<file path="src/rtl/vga_capture.sv">
// Receive side of a VGA pixel interface: captures one complete frame into a
// 24-bit-per-pixel frame buffer through a single-cycle write port.
module vga_capture #(
  parameter int H_ACTIVE = 640,
  parameter int V_ACTIVE = 480,
  parameter int ADDR_W   = 19
) (
  input  logic              clk,
  input  logic              rst,
  input  logic              pix_en,
  input  logic              start,
  input  logic              vga_vsync,
  input  logic              vga_hsync,
  input  logic              vga_blank_n,
  input  logic [7:0]        vga_r,
  input  logic [7:0]        vga_g,
  input  logic [7:0]        vga_b,
  output logic              wr_en,
  output logic [ADDR_W-1:0] wr_addr,
  output logic [23:0]       wr_data,
  output logic              busy,
  output logic              frame_done,
  output logic              err
);

  localparam int XW = $clog2(H_ACTIVE + 1);
  // y saturates one past the last line so an extra line is still visible at frame end
  localparam int YW = $clog2(V_ACTIVE + 2);

  // DONE is the single frame_done cycle; start is not honoured there
  typedef enum logic [1:0] {IDLE, ARM, CAPTURE, DONE} state_t;

  state_t            state, state_nx;
  logic              vsync_q, hsync_q, blank_q;
  logic [XW-1:0]     x, x_nx;
  logic [YW-1:0]     y, y_nx;
  logic [ADDR_W-1:0] line_base, line_base_nx;
  logic              err_nx, wr_nx;
  logic              vsync_fall, hsync_fall, line_end, in_range;

  assign vsync_fall = pix_en & vsync_q & ~vga_vsync;
  assign hsync_fall = pix_en & hsync_q & ~vga_hsync;
  assign line_end   = pix_en & blank_q & ~vga_blank_n;
  assign in_range   = (x < XW'(H_ACTIVE)) && (y < YW'(V_ACTIVE));

  // NOTE: every signal assigned below gets a default first, so no latch is inferred.
  always_comb begin
    state_nx     = state;
    x_nx         = x;
    y_nx         = y;
    line_base_nx = line_base;
    err_nx       = err;
    wr_nx        = 1'b0;
    case (state)
      IDLE: begin
        if (start) begin
          state_nx = ARM;
          err_nx   = 1'b0;
        end
      end
      ARM: begin
        if (vsync_fall) begin
          state_nx     = CAPTURE;
          x_nx         = '0;
          y_nx         = '0;
          line_base_nx = '0;
        end
      end
      CAPTURE: begin
        if (pix_en && vga_blank_n) begin
          if (in_range) begin
            wr_nx = 1'b1;
            x_nx  = x + XW'(1);
          end else begin
            err_nx = 1'b1;
          end
        end
        if (hsync_fall && vga_blank_n) err_nx = 1'b1;
        if (line_end) begin
          if (x != XW'(H_ACTIVE)) err_nx = 1'b1;
          x_nx = '0;
          if (y <= YW'(V_ACTIVE)) y_nx = y + YW'(1);
          if (y < YW'(V_ACTIVE)) line_base_nx = line_base + ADDR_W'(H_ACTIVE);
        end
        if (vsync_fall) begin
          if (y != YW'(V_ACTIVE)) err_nx = 1'b1;
          state_nx = DONE;
        end
      end
      DONE:    state_nx = IDLE;
      default: state_nx = IDLE;
    endcase
  end

  // NOTE: state registers use non-blocking assignments under an async active-low reset.
  always_ff @(posedge clk or negedge rst) begin
    if (!rst) begin
      state     <= IDLE;
      vsync_q   <= 1'b0;
      hsync_q   <= 1'b0;
      blank_q   <= 1'b0;
      x         <= '0;
      y         <= '0;
      line_base <= '0;
      err       <= 1'b0;
      wr_en     <= 1'b0;
      wr_addr   <= '0;
      wr_data   <= '0;
    end else begin
      state     <= state_nx;
      x         <= x_nx;
      y         <= y_nx;
      line_base <= line_base_nx;
      err       <= err_nx;
      wr_en     <= wr_nx;
      if (pix_en) begin
        vsync_q <= vga_vsync;
        hsync_q <= vga_hsync;
        blank_q <= vga_blank_n;
      end
      if (wr_nx) begin
        wr_addr <= line_base + ADDR_W'(x);
        wr_data <= {vga_r, vga_g, vga_b};
      end
    end
  end

  assign busy       = (state == ARM) || (state == CAPTURE);
  assign frame_done = (state == DONE);

endmodule

</file>
<file path="config.mk">
export PLATFORM = sky130hd
export DESIGN_NAME = vga_capture
export DESIGN_NICKNAME = d
export VERILOG_FILES = /design/src/rtl/vga_capture.sv
export SDC_FILE = /design/constraint.sdc
export NUM_CORES = 1
export LEC_CHECK = 0
export BUFFER_PORTS_ARGS = -buffer_cell sky130_fd_sc_hd__buf_4
export CAP_MARGIN = 25
export CORE_UTILIZATION = 55
export DETAILED_ROUTE_END_ITERATION = 7
export GPL_TIMING_DRIVEN = 0
export PLACE_DENSITY = 0.8
export SYNTH_ARGS = -nofsm -noshare
export SYNTH_HDL_FRONTEND = slang
export SYNTH_SLANG_ARGS = --single-unit
</file>
<file path="constraint.sdc">
create_clock -name clk -period 3.09 [get_ports clk]
set_clock_uncertainty 0.15 [all_clocks]
set_input_delay 0.618 -clock clk [delete_from_list [all_inputs] [get_ports clk]]
set_output_delay 0.618 -clock clk [all_outputs]
set_load 0.05 [all_outputs]
</file>
; ---- Word level (Yosys, flattened, before mapping)
; Cells that the tools add are included.
[totals]
input_bits = 31
output_inout_bits = 47
ff_bits = 88
[classes]
n_eq_ne = 13
bitwise = 9
add_sub_neg = 4
magnitude_cmp = 3
n_reduce_logical = 12
muxes = 29
[op_table]
columns = cell, count
row1 = 19-bit two-way mux, 3
row2 = 10-bit two-way mux, 4
row3 = 19-bit one-hot mux with 2 select lines, 1
row4 = 9-bit two-way mux, 3
row5 = 10-bit one-hot mux with 2 select lines, 1
row6 = 19-bit by 10-bit adder with 19-bit output, 1
row7 = "19-bit by 10-bit adder with 19-bit output, second input constant", 1
row8 = 9-bit one-hot mux with 2 select lines, 1
row9 = "2-bit inequality test, second input constant", 6
row10 = 4-bit AND reduction, 3
row11 = 1-bit two-way mux, 11
row12 = "10-bit by 1-bit adder with 10-bit output, second input constant", 1
row13 = "10-bit < comparator, second input constant", 1
row14 = "10-bit inequality test, second input constant", 1
row15 = "9-bit by 1-bit adder with 9-bit output, second input constant", 1
row16 = "9-bit less-or-equal comparator, second input constant", 1
row17 = "9-bit < comparator, second input constant", 1
row18 = "9-bit inequality test, second input constant", 1
row19 = 2-bit one-hot mux with 4 select lines, 1
row20 = 1-bit AND, 6
row21 = 2-bit two-way mux, 3
row22 = "3-bit inequality test, second input constant", 2
row23 = "2-bit equality test, second input constant", 2
row24 = 2-bit nonzero test, 2
row25 = other kinds (8), 12

; ---- Depth between registers and ports, before layout
[logic_depth]
ltp_word = 10
ltp_mapped = 8
mapped_depth_nobuf = 7

; ---- Least setup slack after synthesis
; No wires, ideal clock.
[synth_timing]
path_type = input -> register
from = input vga_vsync
to = register y[5]
path_stages = 5
arrival_ns = 1.857
required_time_ns = 2.810
slack_ns = 0.953
setup_ns = 0.130
path_cell_list = nand4b_1 -> a22o_1 -> or4_1 -> xor2_1 -> nor2_2
[synth_via]
elab_chain_len = 4
[synth_rtl]
columns = element, line_no
row1 = "start, declared", 12  ; input logic vga_vsync,
row2 = 1-bit inverter, 41  ; assign vsync_fall = pix_en & vsync_q & ~vga_vsync;
row3 = 1-bit AND, 41
row4 = 2-bit inequality test (no source line), --
row5 = 4-bit AND reduction (no source line), --
row6 = "end signal, assigned", 112  ; y <= y_nx;
row7 = "end, declared", 36  ; logic [YW-1:0] y, y_nx;
; Every way passes these cells.
; A chain may end at the register's enable or synchronous reset.

; ---- Final worst setup path
[layout_timing]
from = register state[1]
to = register line_base[7]
[layout_via]
elab_chain_len = 3
[layout_rtl]
columns = element, line_no
row1 = "start, declared", 33  ; state_t state, state_nx;
row2 = "start signal, assigned", 110  ; state <= state_nx;
row3 = 2-bit equality test or 2-bit by 1-bit equality test with 1-bit output (tied branches), 54  ; case (state)
row4 = 2-bit inequality test (no source line) or 2-bit nonzero test (tied branches), --
row5 = 4-bit AND reduction (no source line), --
row6 = "end signal, assigned", 113  ; line_base <= line_base_nx;
row7 = "end, declared", 37  ; logic [ADDR_W-1:0] line_base, line_base_nx;
; Several ways; a longest one is shown, not always the timed one.

==> metrics.md <==
| Metric | Value |
|---|---|
| Cell row count | 30 |
| Worst-case reg-to-reg path depth | 7 |
| Pre-Repair DR Iteration Count | 4 |
| Vias in the first global route | a little over 3k |
| Syn_area_per_cell | 10.6 um^2 |
| RSZ-0062 raised after global routing | false |
| Fin crit share | around 80% |
| Commonest non-fill, non-tap cell in the layout | dfrtp_1 |
| Vert. Die Dim | between 80 and 90 um |
| # fillers | ~530 |
| Slowest-stage cell, CP | a22oi_2 |
| Initial antenna violation count | 0 |
| TritonCTS buffer count | 9 |
| Family with the most delay on the worst path | compound AO/OA/AOI/OAI gates |
| GR Overflow Total | 0 |
| DP Area | 4660 um^2 |
| Synthesized flop and latch total | slightly above 80 |
| Synthesized net count | around 420 |
| Slew Viols, Final | 0 |
| RR Endpoint | line_base[7] |
| GRT Util Overall | about a quarter |
| Worst Tran Pin Value | slightly above 0.6 ns |
| Sequential area share after synthesis | between 50% and 60% |
| Slew headroom | between 50% and 60% |
| Synthesized cell area | slightly below 4000 um^2 |
| Via Count | roughly 3.1k |
| Peak VDD IR | 0.730 mV |
| DP Wirelength | about 6000 um |
| Setup TNS | 0 ns |
| CP arrival | 2.52 ns |
| Buf+Inv Stages, Crit Path | 2 |
| Chip width | 86.9 um |
| Post-synthesis async set-or-reset flop share | 100% |
| Cells after synthesis | about 370 |
| Clk_lat worst skew | between 0.3 and 0.4 ns |
| Leakage Power | 2.30 nW |
| Ant diodes | 0 |
| Die footprint | between 7000 and 8000 um^2 |
| Worst setup path end | line_base[7] |
| Worst-path clk slew | ~0.090 ns |
| Most frequent cells in the layout | dfrtp_1 (81), buf_4 (77), nand2_1 (38) |
| Synth Area in Compound Gates | about 7.4% |
| Min cycle time layout | 2.41 ns |
| IO buf count | 77 |
| Clk sinks | 81 |
| Top FF cell, synth | dfrtp_1 |
| Vias/cell | 5.43 |
| Max_cap viols | 0 |
| Synth Area in XOR/XNOR | about 7.5% |
| Largest family of logic cells by synthesized area | simple AND/OR/NAND/NOR gates |
| Number of enable flip-flop cells after synthesis | 0 |
| Crit path from | state[1] |
| Reg2reg setup slack | 0.68 ns |
| CP Class | reg2reg |
| Hold Buf Count CTS | 0 |
| ANT nets after route | 0 |
| Clock root cell | clkbuf_8 |
| Post-CTS Resized | 0 |
| Starting DRT DRC Count | between 150 and 200 |
| F_max | 0.415 GHz |
| Net Switching | between 2 and 2.5 mW |
| Final instance area | ~4900 um^2 |
| Levels on crit path | 7 |
| Final hold vios | 0 |
| Largest net degree at the start of global routing | just over 80 |
| Post-Synth Simple-Gate Area | 18.4% |
| CORE AREA | around 7000 um^2 |
| CTS tree | yes |
| Synth Area in Adders | under 10% |
| RD Place Congestion | slightly above 0.9 |
| Routed WL per cell | between 15 and 20 um |
| Final #Nets | about 510 |
| Ys Warns | 0 |
| Starting Density | between 50% and 60% |
| CTS Buffer Depth | 2 |
| Clock Power Share | 17.2% |
| Ports | slightly below 80 |
| Netlist cell types | 45 |
| First-pass GRT wire length | roughly 14000 um |
| Net Sw Frac | 45.7% |
| Critical path cell sequence | inv_1, ha_1, nand4b_1, a22oi_2, buf_2, nand2_1, o21ai_0 |
| # setup viols final | 0 |
| P_int | 2.51 mW |
| Status | finished clean |
| Mux contribution to synthesized area | 8.82% |
| WP data required | between 3 and 4 ns |
| Critical Path Fanout Max | 10 |
| Cell count after placement | approximately 550 |
| Finished Layout Cells | approximately 560 |
| CP peak stage delay | about 0.5 ns |
| Routed Wire Length | around 8600 um |
| Critical path endpoint category | register |
| Worst hold path class | in2async |
| Combinational Power Share | roughly half |
| Fraction of layout cells with a size suffix above 1 | roughly 29% |
| R2r startpoint | state[1] |
| Htree depth | 3 |
| Total setup buffers inserted after CTS | 0 |
| PD cells | between 900 and 1000 nW/um^2 |
| Startpoint Class | register |
| DR DRC count | 0 |
| Sequential power share | roughly 34% |
| Area growth, synth to finish | 23.5% |
worst min-delay path by stage:
stage,startpoint,to,slack (ns),cells past startpoint
2_1_floorplan,rst,blank_q,0.17,0
3_3_place_gp,wr_addr[16],wr_addr[16],0.31,2
3_5_place_dp,wr_addr[13],wr_addr[13],0.32,2
4_1_cts,rst,wr_data[19],0.30,1
5_1_grt,rst,wr_data[19],0.08,1
6_report,rst,wr_data[22],0.05,1
stage by stage:
step / power [mW] / util [%] / worst slack [ns] / hold WS, ns
6_report: 4.63 / 71.2 / 0.683 / 0.0542
3_5_place_dp: 3.83 / 67.8 / 0.614 / 0.322
4_1_cts: 4.63 / 70.8 / 0.698 / 0.300
5_1_grt: 4.88 / 71.2 / 0.445 / 0.0846
2_1_floorplan: 3.16 / - / 0.953 / 0.172
3_3_place_gp: 3.75 / 67.8 / 0.642 / 0.313
sequential cells by signal (all words and copies together), names as in the netlist:
register	count
blank_q	1
err	1
hsync_q	1
line_base	12
state	2
vsync_q	1
wr_addr	19
wr_data	24
wr_en	1
x	10
y	9
power by group through the flow:
stage          clock network [mW]  logic (mW)  registers (mW)
2_1_floorplan                   0       0.831            2.33
6_report                    0.797        2.24            1.59
4_1_cts                     0.800        2.24            1.59
3_5_place_dp                    0        2.23            1.60
5_1_grt                     0.853        2.40            1.63
3_3_place_gp                    0        2.18            1.58
synth_stat cells (2+ instances only):
master | count | area, um^2
xor2_1 | 27 | 236
nor2b_1 | 2 | 12.5
nor3_1 | 5 | 25.0
nand2_1 | 38 | 143
and2_1 | 6 | 37.5
and3_1 | 6 | 37.5
o22a_1 | 2 | 17.5
dfrtp_1 | 81 | 2030
ha_1 | 13 | 163
clkbuf_1 | 9 | 33.8
mux2_2 | 31 | 349
or4_1 | 3 | 22.5
nor2_2 | 2 | 12.5
nand4b_1 | 3 | 26.3
nor4b_1 | 2 | 17.5
buf_2 | 6 | 30.0
or3_1 | 2 | 12.5
a21oi_1 | 6 | 30.0
o21ai_0 | 27 | 135
and4_1 | 2 | 17.5
a22o_1 | 2 | 17.5
nand2b_1 | 4 | 25.0
xnor2_1 | 7 | 61.3
nand3_1 | 16 | 80.1
nor2_1 | 30 | 113
inv_1 | 9 | 33.8
nand4_1 | 12 | 75.1
nand3b_1 | 4 | 30.0
cell type report:
| type | instances | area [um^2] | share of cell area, % |
|---|---|---|---|
| timing repair buffer | 78 | 606 | 12.4 |
| tap | 96 | 120 | 2.46 |
| sequential | 81 | 2030 | 41.5 |
| clock inverter | 5 | 62.6 | 1.28 |
| buffer | 15 | 63.8 | 1.31 |
| multi-input combinational | 269 | 1840 | 37.5 |
| inverter | 9 | 33.8 | 0.691 |
| clock buffer | 11 | 141 | 2.89 |
cell families after synthesis:
group | count (synthesis)
mux | 31
flops | 81
xor+xnor | 34
other cells | 1
buf+inv | 24
fa+ha+maj | 13
simple gates | 142
compound gates | 48
per-layer routing:
layer  share of wire [%]  vias to the layer above  GRT usage (%)  wire length, um
li1                    -                     1475              -                -
met1                  43                     1465           30.3             3670
met2                  49                      105           42.1             4160
met3                 6.0                       19           4.55              516
met4                 2.4                        0           12.0              206
met5                   0                        -              0                0
No activity file was read; power rests on OpenSTA's default activity.
